==> src/rtl/segasys1_vid_pkg.sv <==
// Shared definitions for the System 1 video slice: default scan timing, RGB8 field
// layout, the control-bundle type and the palette colour-expansion helpers.
package segasys1_vid_pkg;

    localparam int DEF_H_TOTAL  = 320;
    localparam int DEF_H_ACTIVE = 256;
    localparam int DEF_HS_START = 280;
    localparam int DEF_HS_WIDTH = 24;
    localparam int DEF_V_TOTAL  = 260;
    localparam int DEF_V_ACTIVE = 224;
    localparam int DEF_VS_START = 236;
    localparam int DEF_VS_WIDTH = 3;
    localparam int DEF_PIX_DLY  = 2;

    localparam int CNT_W   = 9;
    localparam int CNT_MAX = (1 << CNT_W) - 1;

    // RGB8 palette byte: [2:0] red, [5:3] green, [7:6] blue
    localparam int RGB_R_LSB = 0;
    localparam int RGB_R_MSB = 2;
    localparam int RGB_G_LSB = 3;
    localparam int RGB_G_MSB = 5;
    localparam int RGB_B_LSB = 6;
    localparam int RGB_B_MSB = 7;

    typedef struct packed {
        logic hblank;
        logic vblank;
        logic hsync;
        logic vsync;
    } vid_ctrl_t;

    localparam vid_ctrl_t CTRL_RST = '{hblank: 1'b1, vblank: 1'b1, hsync: 1'b0, vsync: 1'b0};

    function automatic logic [3:0] expand3(input logic [2:0] v);
        return {v, v[2]};
    endfunction

    function automatic logic [3:0] expand2(input logic [1:0] v);
        return {v, v};
    endfunction

endpackage

==> src/rtl/vid_pipe_dly.sv <==
// Parameterised shift register for video control bits, with a per-bit reset value.
// DEPTH=0 degenerates into a plain wire.
module vid_pipe_dly #(
    parameter int               WIDTH   = 1,
    parameter int               DEPTH   = 1,
    parameter logic [WIDTH-1:0] RST_VAL = '0
) (
    input  logic             vclk,
    input  logic             reset,
    input  logic [WIDTH-1:0] din,
    output logic [WIDTH-1:0] dout
);

    if (DEPTH == 0) begin : g_bypass
        assign dout = din;
    end else begin : g_shift
        logic [WIDTH-1:0] stage [DEPTH];

        // NOTE: every stage is reset, not just the last, so no stale blank/sync value can emerge after RESET.
        // NOTE: sequential state uses non-blocking assignments so all stages shift from pre-edge values.
        always_ff @(posedge vclk or posedge reset) begin
            if (reset) begin
                for (int i = 0; i < DEPTH; i++) stage[i] <= RST_VAL;
            end else begin
                stage[0] <= din;
                for (int i = 1; i < DEPTH; i++) stage[i] <= stage[i-1];
            end
        end

        assign dout = stage[DEPTH-1];
    end

endmodule

==> src/rtl/segasys1_hvtiming.sv <==
// System 1 scan timing: PH/PV generation, delay-aligned blank/sync and RGB8 expansion.
// Optional sync position adjust via HOFS/VOFS when SEGASYS1_HVTIMING_POSADJ_EN is defined.
module segasys1_hvtiming
    import segasys1_vid_pkg::*;
#(
    parameter int H_TOTAL  = DEF_H_TOTAL,
    parameter int H_ACTIVE = DEF_H_ACTIVE,
    parameter int HS_START = DEF_HS_START,
    parameter int HS_WIDTH = DEF_HS_WIDTH,
    parameter int V_TOTAL  = DEF_V_TOTAL,
    parameter int V_ACTIVE = DEF_V_ACTIVE,
    parameter int VS_START = DEF_VS_START,
    parameter int VS_WIDTH = DEF_VS_WIDTH,
    parameter int PIX_DLY  = DEF_PIX_DLY
) (
    input  logic              VCLK,
    input  logic              RESET,
`ifdef SEGASYS1_HVTIMING_POSADJ_EN
    input  logic signed [3:0] HOFS,
    input  logic signed [3:0] VOFS,
`endif
    output logic [8:0]        PH,
    output logic [8:0]        PV,
    input  logic [7:0]        RGB8,
    output logic              HBLANK,
    output logic              VBLANK,
    output logic              HSYNC,
    output logic              VSYNC,
    output logic              CE_PIX,
    output logic [3:0]        R,
    output logic [3:0]        G,
    output logic [3:0]        B,
    output logic              FRAME_ST
);

    if (H_TOTAL < 1 || H_TOTAL > CNT_MAX || V_TOTAL < 1 || V_TOTAL > CNT_MAX ||
        H_ACTIVE > H_TOTAL || V_ACTIVE > V_TOTAL) begin : g_bad_size
        $error("segasys1_hvtiming: timing parameters exceed 9-bit counter range");
    end

    if (HS_WIDTH < 1 || VS_WIDTH < 1 ||
        HS_START + HS_WIDTH > H_TOTAL || VS_START + VS_WIDTH > V_TOTAL) begin : g_bad_sync
        $error("segasys1_hvtiming: sync window crosses the counter wrap");
    end

    if (PIX_DLY < 0) begin : g_bad_dly
        $error("segasys1_hvtiming: PIX_DLY must be non-negative");
    end

`ifdef SEGASYS1_HVTIMING_POSADJ_EN
    // Offsets span -8..+7; the shifted windows must still stay inside one line/frame
    if (HS_START < 8 || HS_START + 7 + HS_WIDTH > H_TOTAL ||
        VS_START < 8 || VS_START + 7 + VS_WIDTH > V_TOTAL) begin : g_bad_adj
        $error("segasys1_hvtiming: adjusted sync window may cross the counter wrap");
    end
`endif

    localparam logic [8:0] H_LAST  = 9'(H_TOTAL - 1);
    localparam logic [8:0] V_LAST  = 9'(V_TOTAL - 1);
    localparam logic [8:0] H_ACT   = 9'(H_ACTIVE);
    localparam logic [8:0] V_ACT   = 9'(V_ACTIVE);
    localparam logic [8:0] HS_BASE = 9'(HS_START);
    localparam logic [8:0] VS_BASE = 9'(VS_START);
    localparam logic [9:0] HS_LEN  = 10'(HS_WIDTH);
    localparam logic [9:0] VS_LEN  = 10'(VS_WIDTH);

    logic [8:0] ph_nxt;
    logic [8:0] pv_nxt;

    // NOTE: defaults are assigned first so every path writes every output and no latch is inferred.
    always_comb begin
        ph_nxt = PH + 9'd1;
        pv_nxt = PV;
        if (PH == H_LAST) begin
            ph_nxt = '0;
            pv_nxt = (PV == V_LAST) ? 9'd0 : PV + 9'd1;
        end
    end

    always_ff @(posedge VCLK or posedge RESET) begin
        if (RESET) begin
            PH       <= '0;
            PV       <= '0;
            FRAME_ST <= 1'b0;
        end else begin
            PH       <= ph_nxt;
            PV       <= pv_nxt;
            FRAME_ST <= (ph_nxt == 9'd0) && (pv_nxt == 9'd0);
        end
    end

    logic [8:0] hs_start;
    logic [8:0] vs_start;

`ifdef SEGASYS1_HVTIMING_POSADJ_EN
    logic signed [3:0] hofs_q;
    logic signed [3:0] vofs_q;

    // Captured at the frame-start edge, so a new offset never changes a window mid-frame
    always_ff @(posedge VCLK or posedge RESET) begin
        if (RESET) begin
            hofs_q <= '0;
            vofs_q <= '0;
        end else if (FRAME_ST) begin
            hofs_q <= HOFS;
            vofs_q <= VOFS;
        end
    end

    assign hs_start = HS_BASE + {{5{hofs_q[3]}}, hofs_q};
    assign vs_start = VS_BASE + {{5{vofs_q[3]}}, vofs_q};
`else
    assign hs_start = HS_BASE;
    assign vs_start = VS_BASE;
`endif

    vid_ctrl_t ctrl_raw;
    vid_ctrl_t ctrl_dly;

    always_comb begin
        ctrl_raw        = CTRL_RST;
        ctrl_raw.hblank = (PH >= H_ACT);
        ctrl_raw.vblank = (PV >= V_ACT);
        ctrl_raw.hsync  = (PH >= hs_start) && ({1'b0, PH} < ({1'b0, hs_start} + HS_LEN));
        ctrl_raw.vsync  = (PV >= vs_start) && ({1'b0, PV} < ({1'b0, vs_start} + VS_LEN));
    end

    // One stage more than PIX_DLY to match the RGB8 capture register
    vid_pipe_dly #(
        .WIDTH  ($bits(vid_ctrl_t)),
        .DEPTH  (PIX_DLY + 1),
        .RST_VAL(CTRL_RST)
    ) u_ctrl_dly (
        .vclk (VCLK),
        .reset(RESET),
        .din  (ctrl_raw),
        .dout (ctrl_dly)
    );

    assign HBLANK = ctrl_dly.hblank;
    assign VBLANK = ctrl_dly.vblank;
    assign HSYNC  = ctrl_dly.hsync;
    assign VSYNC  = ctrl_dly.vsync;
    assign CE_PIX = 1'b1;

    logic [7:0] rgb_q;

    always_ff @(posedge VCLK or posedge RESET) begin
        if (RESET) rgb_q <= '0;
        else       rgb_q <= RGB8;
    end

    always_comb begin
        R = '0;
        G = '0;
        B = '0;
        if (!(ctrl_dly.hblank || ctrl_dly.vblank)) begin
            R = expand3(rgb_q[RGB_R_MSB:RGB_R_LSB]);
            G = expand3(rgb_q[RGB_G_MSB:RGB_G_LSB]);
            B = expand2(rgb_q[RGB_B_MSB:RGB_B_LSB]);
        end
    end

endmodule
==> config.mk <==
export PLATFORM = sky130hd
export DESIGN_NAME = segasys1_hvtiming
export DESIGN_NICKNAME = d
export VERILOG_FILES = /design/src/rtl/segasys1_vid_pkg.sv /design/src/rtl/vid_pipe_dly.sv /design/src/rtl/segasys1_hvtiming.sv
export SDC_FILE = /design/constraint.sdc
export NUM_CORES = 1
export LEC_CHECK = 0
export BUFFER_PORTS_ARGS = -buffer_cell sky130_fd_sc_hd__buf_2
export CAP_MARGIN = 20
export CORE_ASPECT_RATIO = 1.75
export CORE_MARGIN = 2
export CORE_UTILIZATION = 59
export CTS_BUF_LIST = sky130_fd_sc_hd__clkbuf_4
export DETAILED_ROUTE_END_ITERATION = 6
export PLACE_DENSITY_LB_ADDON = 0.08
export SYNTH_ARGS = -nofsm -noshare
export SYNTH_HDL_FRONTEND = slang
export SYNTH_HIERARCHICAL = 1
export SYNTH_SLANG_ARGS = --single-unit
==> constraint.sdc <==
create_clock -name VCLK -period 3.5 [get_ports VCLK]
set_input_delay 0.7 -clock VCLK [delete_from_list [all_inputs] [get_ports VCLK]]
set_output_delay 0.7 -clock VCLK [all_outputs]
set_load 0.01 [all_outputs]
[Yosys cells after proc, flatten, opt, wreduce, memory -nomap -nowiden]
Cells that the tools add are included.
Storage, ports and cells
  bits in registers: 39
  word-level logic and storage cells: 29
  input bits: 10
  output and inout port bits: 36
Operators by class
  add/sub/neg operators: 2
  eq/ne operators: 2
  reduce and logical (&&, ||, !) cells: 6
  multiplexer cells: 6
  $lt $le $gt $ge: 6
Operators with widths (number)
  $mux 9: 3
  $add 9x1->9 const B: 2
  $eq 9x9->1 const B: 2
  $ge 9x8->1 const B: 2
  $ge 9x9->1 const B: 2
  $logic_not 9->1: 2
  $mux 4: 3
  $lt 9x8->1 const B: 1
  $lt 9x9->1 const B: 1
  $logic_and 1x1->1: 3
  $logic_or 1x1->1: 1

[Logic depth before layout (Yosys ltp)]
Gate-level depths: netlist (run 1).
  depth in word-level cells: 5
  mapped depth: 8
  depth with buffers taken out: 6

[By module]
Netlist (run 1), hierarchy kept.
By module, submodules not included
  segasys1_hvtiming: area an instance 1471.4 um2, seq. area each 675.6 um2, times used 1, cells each 154
  vid_pipe_dly: area an instance 341.6 um2, seq. area each 307.8 um2, times used 1, cells each 17

[Least setup slack after synthesis (run 1)]
Ideal clock, no wire load.
  kind: register -> register
  start: reg PH[0]
  end: reg FRAME_ST
  cell stages (with the launch flop): 8
  setup slack: 1.643 ns
  buffers on the path: 1
  period minus slack after synthesis: 1.857 ns
  data arrival time: 1.761 ns
  cell sequence: dfrtp_1 -> ha_1 -> clkbuf_1 -> nor4bb_1 -> nand4_1 -> o21bai_1 -> a21oi_1 -> nor4b_2
On the way
  word-level cells in the longest chain between the ends: 4
  elaborated cells on any way between the ends: 7
  those cells by class: add/sub (1); eq/ne (1); mux (2); reduce/logical (3)
Ends and longest elaborated chain
  from (decl): RTL line segasys1_hvtiming.sv:22  | output logic [8:0] PH,
  from (signal assigned): RTL line segasys1_hvtiming.sv:86  | PH <= ph_nxt;
  $add 9x1->9 or $eq 9x9->1 (tied branches): RTL line segasys1_hvtiming.sv:72, segasys1_hvtiming.sv:74
  $mux 9: RTL line segasys1_hvtiming.sv:74  | if (PH == H_LAST) begin
  $logic_not 9->1: RTL line segasys1_hvtiming.sv:88  | FRAME_ST <= (ph_nxt == 9'd0) && (pv_nxt == 9'd0);
  $logic_and 1x1->1 (*): RTL line segasys1_hvtiming.sv:88
  to (signal assigned): RTL line segasys1_hvtiming.sv:88
  to (decl): RTL line segasys1_hvtiming.sv:33  | output logic FRAME_ST
Every way passes the cells marked *; elsewhere a longest branch is shown, timed or not.

[Final worst setup path (run 1)]
Same ends and word-level chain as after synthesis.

==> Flow_metrics.wiki, run 1 <==
{| class="wikitable"
! Metric !! Value
|-
| Result of the run || completed
|-
| I/O pin count || 46
|-
| R2R Setup Slk || 1.30 ns
|-
| Worst reg2reg startpoint || PH[0]$_DFF_PP0_
|-
| Antenna Diode Count || 0
|-
| Placeable core region || 0.00293 mm2
|-
| Final max-slew violation count || 0
|-
| Share of synthesized area spent on multiplexers || 0%
|-
| Die ar. || 0.00355 mm2
|-
| Sequential cell area || 983 um2
|-
| Gate count of the mapped netlist || 171
|-
| Placer Congestion || 0.874
|-
| Slowest cell on the critical path || sky130_fd_sc_hd__nor3_4
|-
| Compound-Gate Fraction of Synth Area || 7.45%
|-
| P_leak || 1.02 nW
|-
| Family with the most delay on the worst path || simple AND/OR/NAND/NOR gates
|-
| Total power draw || 0.713 mW
|-
| Master cell of the clock root buffer || sky130_fd_sc_hd__clkbuf_4
|-
| Aggregate negative setup slack || 0 ns
|-
| Count of final hold-check violations || 0
|-
| Multi-input gate area in the final layout || 682 um2
|-
| Max FO, Critical Path || 16
|-
| Tot GR Track Use || 21.4%
|-
| EDFF count, synth || 0
|-
| Die height || 77.3 um
|-
| Detailed Route WL || 3.49 mm
|-
| Clock slew seen by the registers of the worst setup and hold paths || 0.13 ns
|-
| Worst Setup Start Kind || register
|-
| Arithmetic-cell share of the synthesized area counting full adders, half adders and majority gates || 3.45%
|-
| Number of cells after detailed placement || 225
|-
| Iter 0 DRT Violations || 59
|-
| Final hold slack || 0.335 ns
|-
| Nature of the critical path endpoint || register
|-
| Clock tree from TritonCTS || done
|-
| Final Net Count || 220
|-
| Fin Clk Skew || 0.0170 ns
|-
| Flip-flop and latch count after synthesis || 39
|-
| Largest area contributor in the synthesized netlist || sky130_fd_sc_hd__dfrtp_1
|-
| Unrepaired setup endpoints after global routing || no
|-
| Setup slack after placement || 1.38 ns
|-
| Data required time of the critical path || 3.77 ns
|-
| Fraction of post-synthesis cell area in the top cell type by area || 45.5%
|-
| Post-route clock period utilization || 62.8%
|-
| Core Util, Final || 69.4%
|-
| Post-DR wirelength/cell || 14.9 um
|-
| Post CTS Setup Buffer Count || 0
|-
| Clock sink total || 39
|-
| Num CTS Buffers || 5
|-
| Share of flip-flops with an asynchronous set or reset after synthesis || 100%
|-
| Dominant combinational cell family by area after synthesis || simple AND/OR/NAND/NOR gates
|-
| Detailed-route vias per instance || 5.69
|-
| Count of input and output buffers || 44
|-
| Largest net degree at the start of global routing || 28
|-
| Measured slew at the worst slew-check pin || 0.592 ns
|-
| Area after detailed placement || 0.00196 mm2
|-
| Final design instance area without fill || 0.00203 mm2
|-
| Upper clock frequency limit || 455 MHz
|-
| Fill count || 224
|-
| Horizontal extent of the die || 45.9 um
|-
| Fraction of final layout cells with drive strength greater than 1 || 30.6%
|-
| Total power divided by cell area || 351 mW/mm2
|-
| Post-cts hold buffer count || 0
|-
| Mean Syn Cell Area || 10.6 um2
|-
| Final number of setup-violating endpoints || 0
|-
| Non-filler cells in the finished layout || 234
|-
| Remaining number of nets flagged by the antenna check after routing || 0
|-
| Number of warnings reported in the yosys synthesis log || 6
|-
| H-tree depth || 2
|-
| Worst stage delay on the critical path || 0.54 ns
|-
| Detailed-route via count || 1331
|-
| Post-cts resize count || 0
|-
| Xor and xnor fraction of the mapped netlist area || 5.31%
|-
| Worst voltage drop across the vdd grid || 279 uV
|-
| Count of unresolved DRC violations after routing || 0
|-
| Post-synthesis cell type count || 43
|-
| Critical Path, Cell by Cell || ha_1 -> inv_2 -> nor3_4 -> or2_1 -> o2111ai_1 -> nor4b_2
|-
| Worst slew margin || 60.4%
|-
| Initial Util || 61.9%
|-
| Vias in the first global route || 1239
|-
| Cell Area, Synth || 0.00181 mm2
|-
| Maximum clock path buffer count || 2
|-
| Setup Crit Path Kind || reg -> reg
|-
| R2R Path End || FRAME_ST$_DFF_PP0_
|-
| Setup slack of the critical path after layout || 1.30 ns
|-
| Count of max-cap constraint violations || 0
|-
| First-pass GRT wire length || 5.56 mm
|-
| Number of cells traversed by the worst register-to-register path || 6
|-
| Main flop type after synthesis || sky130_fd_sc_hd__dfrtp_1
|-
| Leftover overflow at the end of global routing || 0
|-
| Part of the Yosys area used for sequential elements || 54.2%
|-
| Final critical delay including setup and external delays || 2.20 ns
|-
| Share of synthesized cell area in and, or, nand and nor gates || 21.2%
|-
| DPL Wire Length || 2.52 mm
|-
| Arrival time of the worst setup path || 2.47 ns
|-
| Pre-Repair DR Iteration Count || 5
|-
| Area growth from synthesis to layout || 12.0%
|-
| Antenna violations before repair || 0
|-
| Combined buffer and inverter count along the critical path || 1
|-
| Hold/Removal Path Class || in -> async
|-
| Row Count || 26
|-
| Later-pin clock latency in the skew report || 0.35 ns
|-
| Syn nets || 186
|-
| Synth top area cells || sky130_fd_sc_hd__dfrtp_1 (46%), sky130_fd_sc_hd__dfstp_2 (8.7%), sky130_fd_sc_hd__buf_4 (4.1%)
|}
[power breakdown]
| group | internal [mW] | switching [mW] |
|---|---|---|
| logic | 0.0120 | 0.0181 |
| clock network | 0.0767 | 0.150 |
| registers | 0.455 | 0.000839 |
[cell families after synthesis]
group / Yosys count
adders and majority gates: 5
other: 1
xor gates and xnor gates: 11
buffers and inverters: 28
AOI/OAI and AO/OA: 21
and+or+nand+nor: 66
DFF: 39
[worst reg2reg max path: cells and delay by family, from the launching register on]
kind	cells	cell delay [ns]
buffers and inverters	1	0.10
DFF	1	0.50
AOI/OAI and AO/OA	1	0.14
adders and majority gates	1	0.36
and+or+nand+nor	3	1.03
[cell type report]
class,count,share of cell area (%)
Timing Repair Buffer,45,11.6
Sequential cell,39,48.4
Tap cell,28,1.73
Clock buffer,5,1.85
Clock inverter,3,0.986
Inverter,10,1.85
Multi-Input combinational cell,104,33.6
[state kept, by name, indices dropped and copies added (netlist names)]
| register | cells |
|---|---|
| u_ctrl_dly/dout | 4 |
| rgb_q | 8 |
| PH | 9 |
| FRAME_ST | 1 |
| u_ctrl_dly/g_shift.stage | 8 |
| PV | 9 |
[cell usage after synthesis (4+ instances only)]
cell type,instances
sky130_fd_sc_hd__ha_1,5
sky130_fd_sc_hd__clkbuf_1,4
sky130_fd_sc_hd__nor3_1,5
sky130_fd_sc_hd__buf_2,4
sky130_fd_sc_hd__a21oi_1,5
sky130_fd_sc_hd__xnor2_1,8
sky130_fd_sc_hd__buf_4,10
sky130_fd_sc_hd__inv_1,9
sky130_fd_sc_hd__nand4_1,6
sky130_fd_sc_hd__nand3_1,9
sky130_fd_sc_hd__dfstp_2,6
sky130_fd_sc_hd__nor2_1,8
sky130_fd_sc_hd__dfrtp_1,33
sky130_fd_sc_hd__and2_1,9
sky130_fd_sc_hd__nand2_1,11
[metal layers]
| metal | vias up | global-route usage [%] | wire length, um |
|---|---|---|---|
| li1 | 638 | - | - |
| met1 | 625 | 23.6 | 1280 |
| met2 | 56 | 35.7 | 1910 |
| met3 | 12 | 3.95 | 202 |
| met4 | 0 | 12.9 | 92 |
| met5 | - | 0 | 0 |
[how the worst max path moves through the flow]
stage	to	cells past startpoint	from	slack (ns)
2_1_floorplan	FRAME_ST$_DFF_PP0_	7	PH[0]$_DFF_PP0_	1.64
3_3_place_gp	FRAME_ST$_DFF_PP0_	6	PH[0]$_DFF_PP0_	1.47
3_5_place_dp	FRAME_ST$_DFF_PP0_	6	PH[0]$_DFF_PP0_	1.38
4_1_cts	FRAME_ST$_DFF_PP0_	6	PH[0]$_DFF_PP0_	1.33
5_1_grt	FRAME_ST$_DFF_PP0_	6	PH[0]$_DFF_PP0_	1.15
6_report	FRAME_ST$_DFF_PP0_	6	PH[0]$_DFF_PP0_	1.30
[cell usage in the layout, fill, tap and decap left out, drive strengths merged, types with 3 or more instances in the layout]
cell type,instances
nand2,11
clkbuf,5
ha,5
and2,9
xor2,3
nand2b,3
xnor2,8
nor3,6
nand3,9
inv,10
nor2,8
dfrtp,33
a21oi,5
nand4,6
buf,45
dfstp,6
o21ai,5
No activity file was read; power rests on OpenSTA's default activity.
==> run 2, diff against run 1 <==
--- a/config.mk
+++ b/config.mk
@@ -5,11 +5,12 @@
 export SDC_FILE = /design/constraint.sdc
 export NUM_CORES = 1
 export LEC_CHECK = 0
+export ABC_AREA = 1
 export BUFFER_PORTS_ARGS = -buffer_cell sky130_fd_sc_hd__buf_2
 export CAP_MARGIN = 20
 export CORE_ASPECT_RATIO = 1.75
 export CORE_MARGIN = 2
-export CORE_UTILIZATION = 59
+export CORE_UTILIZATION = 49
 export CTS_BUF_LIST = sky130_fd_sc_hd__clkbuf_4
 export DETAILED_ROUTE_END_ITERATION = 6
 export PLACE_DENSITY_LB_ADDON = 0.08
==> constraint.sdc (replaced) <==
create_clock -name VCLK -period 1.9 [get_ports VCLK]
set_input_delay 0.38 -clock VCLK [delete_from_list [all_inputs] [get_ports VCLK]]
set_output_delay 0.38 -clock VCLK [all_outputs]
set_load 0.01 [all_outputs]
==> run 2 against run 1 <==
  * Non-clock buffer count up 5
  * Sequential power up 84%
  * Setup slack worse by 1.2 ns
  * Combinational power up 80%
  * Clock skew down 0.013 ns
==> Flow_metrics.wiki, run 2 <==
{| class="wikitable"
! Metric !! Value
|-
| Result of the run || completed (unchanged)
|-
| H-tree depth || 2 (unchanged)
|-
| Hold/Removal Path Class || in -> async (unchanged)
|-
| Remaining number of nets flagged by the antenna check after routing || 0 (unchanged)
|-
| Unrepaired setup endpoints after global routing || no (unchanged)
|-
| Area after detailed placement || 0.00210 mm2 (was 0.00196 mm2)
|-
| Synth top area cells || sky130_fd_sc_hd__dfrtp_1 (44%), sky130_fd_sc_hd__nand2_1 (10%), sky130_fd_sc_hd__dfstp_2 (8.3%) (was sky130_fd_sc_hd__dfrtp_1 (46%), sky130_fd_sc_hd__dfstp_2 (8.7%), sky130_fd_sc_hd__buf_4 (4.1%))
|-
| Internal power of the cells || 1.14 mW (was 0.544 mW)
|-
| Post-route clock period utilization || 92.6%
|-
| Part of the total power dissipated in sequential elements || 57.7% (was 64.0%)
|-
| Switching share of power || 22.1% (was 23.7%)
|-
| Compound-Gate Fraction of Synth Area || 4.44% (was 7.45%)
|-
| Main flop type after synthesis || sky130_fd_sc_hd__dfrtp_1 (unchanged)
|-
| Clock sink total || 39 (unchanged)
|-
| Maximum clock path buffer count || 2 (unchanged)
|-
| Post-synthesis cell type count || 26 (was 43)
|-
| Fin Clk Skew || 0.00412 ns (was 0.0170 ns)
|-
| Area growth from synthesis to layout || 16.9% (was 12.0%)
|-
| Count of unresolved DRC violations after routing || 0 (unchanged)
|-
| Master cell of the clock root buffer || sky130_fd_sc_hd__clkbuf_4 (unchanged)
|-
| Data required time of the critical path || 1.52 ns (was 3.77 ns)
|-
| Largest area contributor in the synthesized netlist || sky130_fd_sc_hd__dfrtp_1 (unchanged)
|-
| Fill count || 366 (was 224)
|-
| Share of synthesized area spent on multiplexers || 0% (unchanged)
|-
| DPL Wire Length || 3.18 mm (was 2.52 mm)
|-
| Cell Area, Synth || 0.00189 mm2 (was 0.00181 mm2)
|-
| Commonest non-fill, non-tap cell in the layout || sky130_fd_sc_hd__nand2_1 (was sky130_fd_sc_hd__buf_2)
|-
| Upper clock frequency limit || 568 MHz
|-
| Row Count || 29 (was 26)
|-
| Later-pin clock latency in the skew report || 0.35 ns (about the same)
|-
| Clock tree from TritonCTS || done (unchanged)
|-
| EDFF count, synth || 0 (unchanged)
|-
| Worst reg2reg startpoint || PH[1]$_DFF_PP0_ (was PH[0]$_DFF_PP0_)
|-
| R2R Setup Slk || 0.17 ns (was 1.30 ns)
|-
| Aggregate negative setup slack || 0 ns (unchanged)
|-
| Share of synthesized cell area in and, or, nand and nor gates || 26.7% (was 21.2%)
|-
| Antenna violations before repair || 0 (unchanged)
|-
| Detailed-route via count || 1542 (was 1331)
|-
| Total power divided by cell area || 661 mW/mm2 (was 351 mW/mm2)
|-
| Post-DR wirelength/cell || 12.8 um (was 14.9 um)
|-
| Count of max-cap constraint violations || 0 (unchanged)
|-
| Gate count of the mapped netlist || 223 (was 171)
|-
| I/O pin count || 46 (unchanged)
|-
| Xor and xnor fraction of the mapped netlist area || 0.928% (was 5.31%)
|-
| Detailed-route vias per instance || 4.90 (was 5.69)
|-
| Dominant combinational cell family by area after synthesis || simple AND/OR/NAND/NOR gates (unchanged)
|-
| Vias in the first global route || 1486 (was 1239)
|-
| Setup slack of the critical path after layout || 0.140 ns (was 1.30 ns)
|-
| Relative contribution of the clock network to total power || 38.6% (was 31.8%)
|-
| Horizontal extent of the die || 50.9 um (was 45.9 um)
|-
| Number of cells traversed by the worst register-to-register path || 11 (was 6)
|-
| First-pass GRT wire length || 6.57 mm (was 5.56 mm)
|-
| Arithmetic-cell share of the synthesized area counting full adders, half adders and majority gates || 3.31% (was 3.45%)
|-
| Regs by FF count || PH (9), PV (9) (unchanged)
|-
| Fraction of post-synthesis cell area in the top cell type by area || 43.7% (was 45.5%)
|-
| Arrival time of the worst setup path || 1.38 ns (was 2.47 ns)
|-
| Fraction of final layout cells with drive strength greater than 1 || 30.1% (was 30.6%)
|-
| Switching component of the power || 0.322 mW (was 0.169 mW)
|-
| Total power draw || 1.46 mW (was 0.713 mW)
|-
| Clock slew seen by the registers of the worst setup and hold paths || 0.12 ns (was 0.13 ns)
|-
| Final max-slew violation count || 0 (unchanged)
|-
| Detailed Route WL || 4.02 mm (was 3.49 mm)
|-
| Syn nets || 238 (was 186)
|-
| Final Net Count || 283 (was 220)
|-
| Leftover overflow at the end of global routing || 0 (unchanged)
|-
| Part of the power in combinational logic || 3.7% (was 4.2%)
|-
| Die ar. || 0.00439 mm2 (was 0.00355 mm2)
|-
| Setup slack after placement || 0.113 ns (was 1.38 ns)
|-
| Iter 0 DRT Violations || 40 (was 59)
|-
| Placeable core region || 0.00366 mm2 (was 0.00293 mm2)
|-
| Worst voltage drop across the vdd grid || 449 uV (was 279 uV)
|-
| Mean Syn Cell Area || 8.47 um2 (was 10.6 um2)
|-
| Multi-input gate area in the final layout || 672 um2 (was 682 um2)
|-
| Count of final hold-check violations || 0 (unchanged)
|-
| Tot GR Track Use || 20.7% (was 21.4%)
|-
| Number of warnings reported in the yosys synthesis log || 6 (unchanged)
|-
| Final critical delay including setup and external delays || 1.76 ns
|-
| Setup Crit Path Kind || reg -> out (was reg -> reg)
|-
| Final design instance area without fill || 0.00221 mm2 (was 0.00203 mm2)
|-
| Worst Setup Start Kind || register (unchanged)
|-
| R2R Path End || FRAME_ST$_DFF_PP0_ (unchanged)
|-
| Part of the Yosys area used for sequential elements || 52.1% (was 54.2%)
|-
| Commonest cells in the synthesized netlist || sky130_fd_sc_hd__nand2_1 (51), sky130_fd_sc_hd__inv_1 (37), sky130_fd_sc_hd__dfrtp_1 (33), sky130_fd_sc_hd__nor2_1 (27), sky130_fd_sc_hd__nand3_1 (16) (was sky130_fd_sc_hd__dfrtp_1 (33), sky130_fd_sc_hd__nand2_1 (11), sky130_fd_sc_hd__buf_4 (10))
|-
| Most common cell in the synthesized netlist || sky130_fd_sc_hd__nand2_1 (was sky130_fd_sc_hd__dfrtp_1)
|-
| Top library cells by usage in the layout, fill and taps aside || sky130_fd_sc_hd__nand2_1 (51), sky130_fd_sc_hd__buf_2 (44), sky130_fd_sc_hd__inv_1 (37) (was sky130_fd_sc_hd__buf_2 (44), sky130_fd_sc_hd__dfrtp_1 (33), sky130_fd_sc_hd__nand2_1 (11))
|-
| Initial Util || 51.5% (was 61.9%)
|-
| Placer Congestion || 0.904 (was 0.874)
|-
| Largest net degree at the start of global routing || 28 (unchanged)
|-
| Flip-flop and latch count after synthesis || 39 (unchanged)
|-
| Final number of setup-violating endpoints || 0 (unchanged)
|-
| Count of input and output buffers || 44 (unchanged)
|-
| Antenna Diode Count || 0 (unchanged)
|-
| Num CTS Buffers || 5 (unchanged)
|-
| Die height || 86.1 um (was 77.3 um)
|-
| Nature of the critical path endpoint || output pin (was register)
|-
| Post-cts hold buffer count || 0 (unchanged)
|-
| Sequential cell area || 985 um2 (was 983 um2)
|-
| Pre-Repair DR Iteration Count || 4 (was 5)
|-
| Max FO, Critical Path || 8 (was 16)
|-
| Share of flip-flops with an asynchronous set or reset after synthesis || 100% (unchanged)
|-
| P_leak || 1.25 nW (was 1.02 nW)
|}
-- run 2: cell types whose count changed after synthesis, sizes merged, moves of 2 or more --
cell,delta
buf,-4
and4,-2
and3,-2
xnor2,-8
nand3,+8
nor3,-6
a31oi,-2
nand2b,-3
nor2,+23
clkbuf,-2
nand2,+45
and2,-9
inv,+29
nand3b,-2
-- run 2: worst max path at each step --
stage,startpoint,end
2_1_floorplan,u_ctrl_dly/dout[2]$_DFF_PP1_,B[2]
6_report,u_ctrl_dly/dout[2]$_DFF_PP1_,B[3]
3_3_place_gp,PV[0]$_DFF_PP0_,FRAME_ST$_DFF_PP0_
4_1_cts,PH[1]$_DFF_PP0_,FRAME_ST$_DFF_PP0_
5_1_grt,PH[1]$_DFF_PP0_,FRAME_ST$_DFF_PP0_
3_5_place_dp,PH[1]$_DFF_PP0_,FRAME_ST$_DFF_PP0_
-- run 2: timing repair --
item                                    CTS  global route
resized for setup                         0             1
endpoints found under the setup margin    0             1
buffers inserted                          0             3
-- run 2: per-stage QoR --
step                util, %  cells  hold slack (ns)
global placement       57.4    304            0.332
finish                 60.2    315          0.00167
CTS                    59.6    312          0.00809
detailed placement     57.4    304            0.339
global route           60.2    315           0.0189
floorplan                 -    223            0.240
-- run 2: critical path: stages (launching register included) --
cell                      delay, ns
sky130_fd_sc_hd__dfstp_2       0.38
sky130_fd_sc_hd__or2_2         0.36
sky130_fd_sc_hd__nor2_1        0.14
sky130_fd_sc_hd__buf_2         0.15
-- run 2: routing by layer --
metal / vias to the layer above / GRT usage (%) / routed length [um]
met1: 714 / 20.2 / 1370
met2: 50 / 36.5 / 2260
met5: - / 0 / 0
li1: 764 / - / -
met4: 0 / 14.0 / 167
met3: 14 / 5.57 / 225
-- run 2: logic make-up after synthesis --
family	Yosys count
AND/OR/NAND/NOR	112
buffers and inverters	51
flip-flops	39
AO/OA/AOI/OAI	13
adder cells (fa/ha/maj)	5
XOR/XNOR	2
other	1
-- run 2: power by group through the flow --
stage          combinational, mW  clock, mW  sequential (mW)
6_report                  0.0541      0.563            0.841
5_1_grt                   0.0615      0.611            0.842
4_1_cts                   0.0561      0.574            0.841
3_5_place_dp              0.0562          0            0.857
3_3_place_gp              0.0553          0            0.856
2_1_floorplan             0.0360          0            0.856
-- run 2: cell type report --
class / count / area share, %
clock buffers: 5 / 1.70
clock inverters: 3 / 1.98
inverters: 39 / 6.63
multi-input cells: 133 / 30.4
flip-flops and latches: 39 / 44.6
well taps: 46 / 2.61
repair buffers: 50 / 12.0
